**src/rtl/stream_neuron_pkg.sv**
```systemverilog
// rtl/stream_neuron_pkg.sv - shared encodings and constants for the stream neuron
package neuron_pkg;

  typedef enum logic [1:0] {
    ACT_IDENTITY = 2'd0,
    ACT_RELU     = 2'd1,
    ACT_HTANH    = 2'd2,
    ACT_LEAKY    = 2'd3
  } act_mode_e;

  typedef enum logic [2:0] {
    IDLE  = 3'd0,
    ACCUM = 3'd1,
    BIAS  = 3'd2,
    ACT   = 3'd3,
    DONE  = 3'd4
  } state_e;

  localparam int LEAKY_SHIFT = 3;

  // Wide enough that NUM_INPUTS shifted products plus a bias can never overflow.
  function automatic int acc_width(input int width, input int frac_bits, input int num_inputs);
    return 2 * width - frac_bits + $clog2(num_inputs) + 1;
  endfunction

endpackage

```
**src/rtl/stream_neuron_if.sv**
```systemverilog
// rtl/stream_neuron_if.sv - weight port, input stream and result stream of the neuron
interface stream_neuron_if #(
  parameter int NUM_INPUTS = 8,
  parameter int WIDTH      = 8
);
  localparam int AW = $clog2(NUM_INPUTS + 1);

  logic             weight_we;
  logic [AW-1:0]    weight_addr;
  logic [WIDTH-1:0] weight_data;
  logic [1:0]       act_mode;
  logic [WIDTH-1:0] value_in;
  logic             valid_in;
  logic             ready;
  logic [WIDTH-1:0] value_out;
  logic             valid_out;
  logic             ready_out;
  logic             overflow;

  modport master (
    output weight_we, weight_addr, weight_data, act_mode, value_in, valid_in, ready_out,
    input  ready, value_out, valid_out, overflow
  );

  modport slave (
    input  weight_we, weight_addr, weight_data, act_mode, value_in, valid_in, ready_out,
    output ready, value_out, valid_out, overflow
  );
endinterface

```
**src/rtl/stream_neuron_fxp_mac.sv**
```systemverilog
// rtl/stream_neuron_fxp_mac.sv - fixed-point multiply, floor shift and accumulate with load/add
module fxp_mac #(
  parameter int WIDTH     = 8,
  parameter int FRAC_BITS = 3,
  parameter int ACC_W     = 17
) (
  input  logic                    clk,
  input  logic                    rst,
  input  logic                    mac_en,
  input  logic                    load,
  input  logic                    add_en,
  input  logic signed [WIDTH-1:0] a,
  input  logic signed [WIDTH-1:0] b,
  input  logic signed [ACC_W-1:0] add_val,
  output logic signed [ACC_W-1:0] acc
);

  logic signed [2*WIDTH-1:0] prod;
  logic signed [2*WIDTH-1:0] prod_sh;
  logic signed [ACC_W-1:0]   term;

  assign prod    = a * b;
  assign prod_sh = prod >>> FRAC_BITS;
  assign term    = ACC_W'(prod_sh);

  // The first beat of a vector loads instead of adding, so no clear cycle is needed.
  always_ff @(posedge clk) begin
    if (rst) begin
      acc <= '0;
    end else if (mac_en) begin
      acc <= load ? term : acc + term;
    end else if (add_en) begin
      acc <= acc + add_val;
    end
  end

endmodule

```
**src/rtl/stream_neuron.sv**
```systemverilog
// rtl/stream_neuron.sv - serial MAC neuron with bias and selectable activation; STREAM_NEURON_SAT_EN selects saturating narrowing
module stream_neuron
  import neuron_pkg::*;
#(
  parameter int NUM_INPUTS = 8,
  parameter int WIDTH      = 8,
  parameter int FRAC_BITS  = 3
) (
  input logic           clk,
  input logic           rst,
  stream_neuron_if.slave bus
);

  localparam int AW    = $clog2(NUM_INPUTS + 1);
  localparam int IW    = (NUM_INPUTS > 1) ? $clog2(NUM_INPUTS) : 1;
  localparam int ACC_W = acc_width(WIDTH, FRAC_BITS, NUM_INPUTS);

  localparam logic [AW-1:0]          BIAS_ADDR = AW'(NUM_INPUTS);
  localparam logic [IW-1:0]          LAST_IDX  = IW'(NUM_INPUTS - 1);
  localparam logic signed [WIDTH-1:0] POS_ONE  = WIDTH'(1 << FRAC_BITS);
  localparam logic signed [WIDTH-1:0] NEG_ONE  = -POS_ONE;
  localparam logic signed [WIDTH-1:0] MAX_V    = {1'b0, {(WIDTH-1){1'b1}}};
  localparam logic signed [WIDTH-1:0] MIN_V    = {1'b1, {(WIDTH-1){1'b0}}};

  state_e state, state_nxt;
  logic   ready_c, valid_c;

  logic signed [WIDTH-1:0] w_mem [NUM_INPUTS];
  logic signed [WIDTH-1:0] bias_reg;
  logic signed [WIDTH-1:0] bias_q;
  act_mode_e               act_mode_q;
  logic [IW-1:0]           idx;
  logic signed [ACC_W-1:0] acc;

  logic beat, first, last;
  assign beat  = bus.valid_in && ready_c;
  assign first = beat && (state == IDLE);
  assign last  = (idx == LAST_IDX);

  always_ff @(posedge clk) begin
    if (rst) begin
      for (int i = 0; i < NUM_INPUTS; i++) w_mem[i] <= '0;
      bias_reg <= '0;
    end else if (state == IDLE && bus.weight_we) begin
      if (bus.weight_addr < BIAS_ADDR) w_mem[bus.weight_addr[IW-1:0]] <= bus.weight_data;
      else if (bus.weight_addr == BIAS_ADDR) bias_reg <= bus.weight_data;
    end
  end

  always_ff @(posedge clk) begin
    if (rst) begin
      idx        <= '0;
      bias_q     <= '0;
      act_mode_q <= ACT_IDENTITY;
    end else begin
      if (beat) idx <= last ? '0 : idx + 1'b1;
      if (first) begin
        bias_q     <= bias_reg;
        act_mode_q <= act_mode_e'(bus.act_mode);
      end
    end
  end

  fxp_mac #(.WIDTH(WIDTH), .FRAC_BITS(FRAC_BITS), .ACC_W(ACC_W)) u_mac (
    .clk     (clk),
    .rst     (rst),
    .mac_en  (beat),
    .load    (state == IDLE),
    .add_en  (state == BIAS),
    .a       (bus.value_in),
    .b       (w_mem[idx]),
    .add_val (ACC_W'(bias_q)),
    .acc     (acc)
  );

  // In range exactly when every bit above the narrowed sign bit copies it.
  logic [ACC_W-WIDTH:0]    hi;
  logic                    ovf;
  logic signed [WIDTH-1:0] narrowed;
  logic signed [WIDTH-1:0] act_v;

  always_comb begin
    hi  = acc[ACC_W-1:WIDTH-1];
    ovf = !((&hi) || !(|hi));
`ifdef STREAM_NEURON_SAT_EN
    narrowed = ovf ? (acc[ACC_W-1] ? MIN_V : MAX_V) : acc[WIDTH-1:0];
`else
    narrowed = acc[WIDTH-1:0];
`endif
    act_v = narrowed;
    case (act_mode_q)
      ACT_IDENTITY: act_v = narrowed;
      ACT_RELU:     act_v = narrowed[WIDTH-1] ? '0 : narrowed;
      ACT_HTANH: begin
        if (narrowed > POS_ONE)      act_v = POS_ONE;
        else if (narrowed < NEG_ONE) act_v = NEG_ONE;
        else                         act_v = narrowed;
      end
      ACT_LEAKY:    act_v = narrowed[WIDTH-1] ? (narrowed >>> LEAKY_SHIFT) : narrowed;
      default:      act_v = narrowed;
    endcase
  end

  always_ff @(posedge clk) begin
    if (rst) begin
      bus.value_out <= '0;
      bus.overflow  <= 1'b0;
    end else if (state == ACT) begin
      bus.value_out <= act_v;
      bus.overflow  <= ovf;
    end else if (first) begin
      bus.overflow  <= 1'b0;
    end
  end

  always_ff @(posedge clk) begin
    if (rst) state <= IDLE;
    else     state <= state_nxt;
  end

  always_comb begin
    state_nxt = state;
    ready_c   = 1'b0;
    valid_c   = 1'b0;
    case (state)
      IDLE: begin
        ready_c = 1'b1;
        if (beat) state_nxt = last ? BIAS : ACCUM;
      end
      ACCUM: begin
        ready_c = 1'b1;
        if (beat && last) state_nxt = BIAS;
      end
      BIAS: state_nxt = ACT;
      ACT:  state_nxt = DONE;
      DONE: begin
        valid_c = 1'b1;
        if (bus.ready_out) state_nxt = IDLE;
      end
      default: state_nxt = IDLE;
    endcase
  end

  assign bus.ready     = ready_c;
  assign bus.valid_out = valid_c;

endmodule

```
**src/flat_wrapper.sv**
```systemverilog
// flat-port wrapper written by rule: the top's interface ports become plain ports
module stream_neuron_flat import neuron_pkg::*;
#(
  parameter int NUM_INPUTS = 8,
  parameter int WIDTH      = 8,
  parameter int FRAC_BITS  = 3
)
  (clk, rst, bus_weight_we, bus_weight_addr, bus_weight_data, bus_act_mode, bus_value_in, bus_valid_in, bus_ready_out, bus_ready, bus_value_out, bus_valid_out, bus_overflow);
  stream_neuron_if #(.NUM_INPUTS(NUM_INPUTS), .WIDTH(WIDTH)) bus_i ();
  input logic clk;
  input logic rst;
  input wire logic [$bits(bus_i.weight_we)-1:0] bus_weight_we;
  input wire logic [$bits(bus_i.weight_addr)-1:0] bus_weight_addr;
  input wire logic [$bits(bus_i.weight_data)-1:0] bus_weight_data;
  input wire logic [$bits(bus_i.act_mode)-1:0] bus_act_mode;
  input wire logic [$bits(bus_i.value_in)-1:0] bus_value_in;
  input wire logic [$bits(bus_i.valid_in)-1:0] bus_valid_in;
  input wire logic [$bits(bus_i.ready_out)-1:0] bus_ready_out;
  output wire logic [$bits(bus_i.ready)-1:0] bus_ready;
  output wire logic [$bits(bus_i.value_out)-1:0] bus_value_out;
  output wire logic [$bits(bus_i.valid_out)-1:0] bus_valid_out;
  output wire logic [$bits(bus_i.overflow)-1:0] bus_overflow;
  assign bus_i.weight_we = bus_weight_we;
  assign bus_i.weight_addr = bus_weight_addr;
  assign bus_i.weight_data = bus_weight_data;
  assign bus_i.act_mode = bus_act_mode;
  assign bus_i.value_in = bus_value_in;
  assign bus_i.valid_in = bus_valid_in;
  assign bus_i.ready_out = bus_ready_out;
  assign bus_ready = bus_i.ready;
  assign bus_value_out = bus_i.value_out;
  assign bus_valid_out = bus_i.valid_out;
  assign bus_overflow = bus_i.overflow;
  stream_neuron #(.NUM_INPUTS(NUM_INPUTS), .WIDTH(WIDTH), .FRAC_BITS(FRAC_BITS)) u_core (.clk(clk), .rst(rst), .bus(bus_i));
endmodule
```
**config.mk**
```make
export PLATFORM = sky130hd
export DESIGN_NAME = stream_neuron_flat
export DESIGN_NICKNAME = d
export VERILOG_FILES = /design/src/rtl/stream_neuron_pkg.sv /design/src/rtl/stream_neuron_if.sv /design/src/rtl/stream_neuron_fxp_mac.sv /design/src/rtl/stream_neuron.sv /design/src/flat_wrapper.sv
export SDC_FILE = /design/constraint.sdc
export NUM_CORES = 1
export LEC_CHECK = 0
export CORE_ASPECT_RATIO = 1.4
export CORE_MARGIN = 2
export CORE_UTILIZATION = 55
export DETAILED_ROUTE_END_ITERATION = 10
export PLACE_DENSITY = 0.84
export SYNTH_ARGS = -nofsm -noshare
export SYNTH_HDL_FRONTEND = slang
export SYNTH_HIERARCHICAL = 1
export SYNTH_SLANG_ARGS = --single-unit
```
**constraint.sdc**
```tcl
create_clock -name clk -period 13.9 [get_ports clk]
set_input_delay 2.78 -clock clk [delete_from_list [all_inputs] [get_ports clk]]
set_output_delay 2.78 -clock clk [all_outputs]
set_load 0.03 [all_outputs]
```
* Word-level counts from Yosys, hierarchy flattened *
Memory sizes are Yosys's and may differ from the RTL's. A register that Yosys moved wholly into a read port is not among the register bits.
Cells that the tools add are included.

cells by class
  add/subtract/negate cells = 3
  multiply operators = 1
  divide/modulo/power cells = 0
  magnitude comparators = 3
  equal/unequal tests = 12
  shift operators = 0
  mux-type cells = 29
  bitwise gates (word level) = 1
  reductions and logical operators = 17

operators with widths
  cell                number
  $mux 17             3
  $mux 8              4
  $pmux 8 s4          1
  $mux 3              7
  $add 17x13->17      1
  $add 17x8->17       1
  $mul 8x8->16        1
  $pmux 3 s5          1
  $mux 1              11
  $reduce_and 10->1   1
  $reduce_or 10->1    1
  $gt 8x5->1 const B  1
  $lt 8x4->1 const B  1
  $reduce_or 8->1     1
  $mux 7              1
  $eq 3x2->1 const B  2
  $eq 3x3->1 const B  2
  $reduce_and 3->1    2
  $eq 2x2->1 const B  2
  $eq 4x4->1 const B  1
  $logic_and 1x1->1   4
  $lt 4x4->1 const B  1
  $ne 2x1->1 const B  2
  $reduce_bool 2->1   2
  other kinds (11)    12

word-level totals
  register bits after elaboration = 50
  latch bits = 0
  memory bits (writable) = 64
  memory bits (read-only) = 0
  bits of input ports = 27
  output and inout bits = 11
  word-level logic and storage cells = 75
  memories kept = 1

memories
  memory        depth  bits a word  rd ports  clocked after Yosys merged registers in  wr ports  line                 text
  u_core.w_mem  8      8            1         1                                        8         stream_neuron.sv:28  logic signed [WIDTH-1:0] w_mem [NUM_INPUTS];

* Depth between registers and ports, before layout *
  depth in word-level cells = 7
  gate-level depth with buffers = 29

* Hierarchy *
Netlist, hierarchy kept.

by module, submodules not included
  module         times used  cells each  area each (um^2)
  fxp_mac        1           581         4944.7
  stream_neuron  1           369         4603.2

* Least setup slack after synthesis *
OpenSTA, ideal clock, no wires.

  path type = input -> register
  start = input bus_value_in[3]
  end = register u_core.u_mac.acc[16]
  arrival = 8480 ps
  data required time = 13804 ps
  slack = 5325 ps
  stages = 24
  cell sequence = and2_1 -> fa_1 -> inv_1 -> fa_1 -> inv_1 -> fa_1 -> inv_1 -> fa_1 -> inv_1 -> ha_1 -> and3_1 -> a221o_1 -> o41ai_1 -> o21ai_0 -> xor2_1 -> ha_1 -> a21o_1 -> a21oi_1 -> a2bb2oi_1 -> o31ai_2 -> mux2_4 -> a2111oi_4 -> xor2_1 -> o311ai_1

between the ends
  cells in the longest elaborated chain, start to end = 4

RTL lines
  what                    line                         text
  start: declaration      flat_wrapper.sv:16           input wire logic [$bits(bus_i.value_in)-1:0] bus_value_in;
  $mul 8x8->16 *          stream_neuron_fxp_mac.sv:22  assign prod = a * b;
  $add 17x13->17          stream_neuron_fxp_mac.sv:31  acc <= load ? term : acc + term;
  $mux 17 *               stream_neuron_fxp_mac.sv:31
  $mux 17 *               stream_neuron_fxp_mac.sv:30  end else if (mac_en) begin
  end signal: assignment  stream_neuron_fxp_mac.sv:31
  end signal: assignment  stream_neuron_fxp_mac.sv:33  acc <= acc + add_val;
  end: declaration        stream_neuron_fxp_mac.sv:15  output logic signed [ACC_W-1:0] acc

Every way passes the cells marked *; elsewhere a longest branch is shown, timed or not.
A chain may end at the register's enable or synchronous reset.

* Worst setup path in the final report *
  start = input bus_value_in[7]
  end = register u_core.u_mac.acc[16]

Same word-level chain as after synthesis.

==> summary.md <==
| Metric | Value |
|---|---|
| Syn_area_per_cell | `10.1 sq um` |
| Io pins | `38` |
| Setup violators final | `0` |
| Syn-to-layout area delta | `12.1%` |
| WHS | `0.464 ns` |
| Largest net degree at the start of global routing | `63` |
| Post-Synth Simple-Gate Area | `0.191` |
| Crit path largest cell delay | `0.61 ns` |
| Max FO, Critical Path | `8` |
| DRC violation count after routing | `0` |
| Worst slew pin tran | `1.06 ns` |
| PortBufs | `37` |
| Core Area | `17200 sq um` |
| Final min period | `9.12 ns` |
| Area contributors post-synth | `edfxtp_1 (20%), fa_1 (12%), dfxtp_1 (11%)` |
| Crit share post-route | `0.656` |
| Wire per inst | `17.6 microns` |
| CTS Sinks | `117` |
| TritonCTS Buffers | `17` |
| Async SR Flop Fraction | `0` |
| Met3 Track Usage GR | `0.0395` |
| Setup TNS | `0 ns` |
| Nets | `1130` |
| Skew-Pair Late Insertion Delay | `0.43 ns` |
| Final worst setup slack | `4.78 ns` |
| Synth Area in XOR/XNOR | `0.0313` |
| DIE WIDTH | `115 microns` |
| Maximum clock insertion buffer count | `2` |
| GPL Wtd Cong | `0.865` |
| Resize count post-CTS | `0` |
| Clk slew on worst S/H paths | `0.06 ns` |
| Synth Net Count | `1099` |
| CP required | `14.23 ns` |
| Max cap viols | `0` |
| Sequential area share after synthesis | `0.312` |
| Combinational family with the most area after synthesis | `adder cells` |
| Vias/cell | `5.75` |
| Max Clk Rate | `0.110 GHz` |
| Nature of the critical path endpoint | `flip-flop` |
| Core Rows | `57` |
| # H-tree levels | `4` |
| Synth Instances | `950` |
| Total Die Area | `18400 sq um` |
| Top-area cell type share of the netlist area | `0.201` |
| CTS tree | `done` |
| Final hold violations | `0` |
| Final Max Tran Viols | `0` |
| Remaining Overflow, GRT | `0` |
| Starting density of the core | `0.556` |
| Postcts setup bufs | `0` |
| CTS Root Cell | `clkbuf_16` |
| Total power | `2.32 mW` |
| Synthesized cell area | `9550 sq um` |
| Power per cell area | `217 nW/um^2` |
| Rel. slew slack | `0.294` |
| Type of the worst setup path | `in2reg` |
| Routed via count | `7077` |
| Worst Hold Class | `reg2reg` |
| Pre-CTS WS | `4.41 ns` |
| Critical path, cell by cell | `clkdlybuf4s50_1, nand2_1, fa_1, inv_1, fa_1, fa_1, inv_1, fa_1, inv_1, ha_1, and3_1, a221o_1, o41ai_1, o21ai_0, xor2_1, ha_1, a21o_1, a21oi_1, a2bb2oi_1, o31ai_2, mux2_4, a2111oi_4, xor2_1, o311ai_1` |
| CP Data Arrival Time | `9.45 ns` |
| Grt met2 use | `0.454` |
| Final WL | `21700 microns` |
| Most common cell on crit path | `fa_1` |
| Number of synthesized register bits | `117` |
| Most frequent cells in the layout | `and2_1 (108), inv_1 (103), ha_1 (65)` |
| Peak VDD IR | `128 uV` |
| Commonest non-fill, non-tap cell in the layout | `and2_1` |
| Final Skew | `0.0118 ns` |
| Post-synth EDFFs | `64` |
| RSZ-0062 raised after global routing | `false` |
| Adder-cell share of the synthesized area | `0.205` |
| Share of layout cells above drive strength 1 | `0.104` |
| Post-CTS Hold Fix Bufs | `0` |
| Run status | `finished, final reports clean` |
| Top reg by flops | `u_core/w_mem` |
| Cell taking the most area after synthesis | `edfxtp_1` |
| Post-synthesis compound-gate area fraction | `0.137` |
| Post-detail-place hpwl | `16400 microns` |
| Starting DRT DRC Count | `435` |
| Worst path slowest cell | `clkdlybuf4s50_1` |
| DR pass1 iterations | `5` |
| GRT busiest layer | `met2` |
| Initial antenna violation count | `0` |
| Grt met1 use | `0.269` |
| First-pass GRT wire length | `35900 microns` |
| Mux share of post-synthesis cell area | `0.0679` |
| Yosys cell types | `81` |
| CP Launch Type | `input pin` |
| Largest registers | `u_core/w_mem x64, u_core/u_mac/acc x17` |
| Post-DRT Antenna Nets | `0` |
| Vias in the first global route | `7336` |
| N_diodes | `0` |
| Max reg flops | `64` |
| Ys flop type | `edfxtp_1` |
| Lkg Pwr | `4.44 nW` |
| Chip height | `160 microns` |
| Synth Warn # | `6` |
| GR Util All Layers | `0.249` |
-- worst max-delay path, delay by kind of cell --
| kind | cells | cell delay, ns |
|---|---|---|
| adder cells (fa/ha/maj) | 6 | 2.80 |
| AO/OA/AOI/OAI | 9 | 2.13 |
| buffers and inverters | 4 | 0.76 |
| AND/OR/NAND/NOR | 2 | 0.36 |
| multiplexers | 1 | 0.33 |
| XOR/XNOR | 2 | 0.30 |
-- synth_stat cells (all sizes together), types with 3 or more instances --
library cell,count
nor3,17
nand2,54
xor2,6
mux2i,16
ha,65
a2111oi,4
nand3b,3
o21a,8
or2,9
nand2b,11
nor2,62
mux4,16
a22oi,3
mux2,11
nor2b,19
o2bb2ai,4
or3,4
a211oi,35
o21bai,4
o31a,3
nand3,9
and3,8
a31oi,3
o21ai,26
edfxtp,64
a21oi,45
and2,108
nor4,6
a21o,8
nand4,6
nor3b,3
o31ai,6
xnor2,26
fa,57
inv,103
dfxtp,53
clkbuf,16
a221oi,6
buf,13
o41ai,3
-- stage by stage --
stage / utilization / cells / area (sq um)
floorplan: - / 950 / 9550
global placement: 0.588 / 1198 / 10100
detailed placement: 0.588 / 1198 / 10100
CTS: 0.623 / 1230 / 10700
global route: 0.623 / 1230 / 10700
finish: 0.623 / 1230 / 10700
-- kinds of logic (layout without fill, tap and decap cells) --
| family | count (synthesis) | count (layout) |
|---|---|---|
| and+or+nand+nor | 324 | 324 |
| AOI/OAI and AO/OA | 179 | 179 |
| buffers and inverters | 133 | 177 |
| adders and majority gates | 122 | 122 |
| DFF | 117 | 117 |
| muxes | 43 | 43 |
| xor gates and xnor gates | 32 | 32 |
-- cell type report --
cell class              instances  area [sq um]
clock buffers                  17           425
clock inverters                15           175
inverters                     104           390
repair buffers                 41           395
flip-flops and latches        117          2980
well taps                     236           295
multi-input cells             700          6040
fillers                      1328          6480
-- path summary, 6_finish.rpt --
check / endpoint / startpoint / slack (ns) / cells past startpoint
max: u_core/u_mac/acc[16]$_SDFFE_PP0P_ / bus_value_in[7] / 4.78 / 24
min: u_core/bias_q[3]$_SDFFE_PP0P_ / u_core/bias_reg[3]$_SDFFE_PP0P_ / 0.46 / 2
max reg2reg: u_core/u_mac/acc[16]$_SDFFE_PP0P_ / flip-flop / 5.67 / 24
min reg2reg: u_core/bias_q[3]$_SDFFE_PP0P_ / u_core/bias_reg[3]$_SDFFE_PP0P_ / 0.46 / 2
-- power breakdown --
part,leakage (nW),switching (mW),internal (mW)
combinational,3.06,0.820,0.622
clock,0.291,0.197,0.243
sequential,1.09,0.0449,0.392
-- metal layers --
metal  up-vias  wire (microns)  share of wire
met5         -               0              0
met1      3452            8050           0.37
met4         0            1030          0.047
met3        66             726          0.033
li1       3395               -              -
met2       164           11900           0.55
No activity file was read; power rests on OpenSTA's default activity.
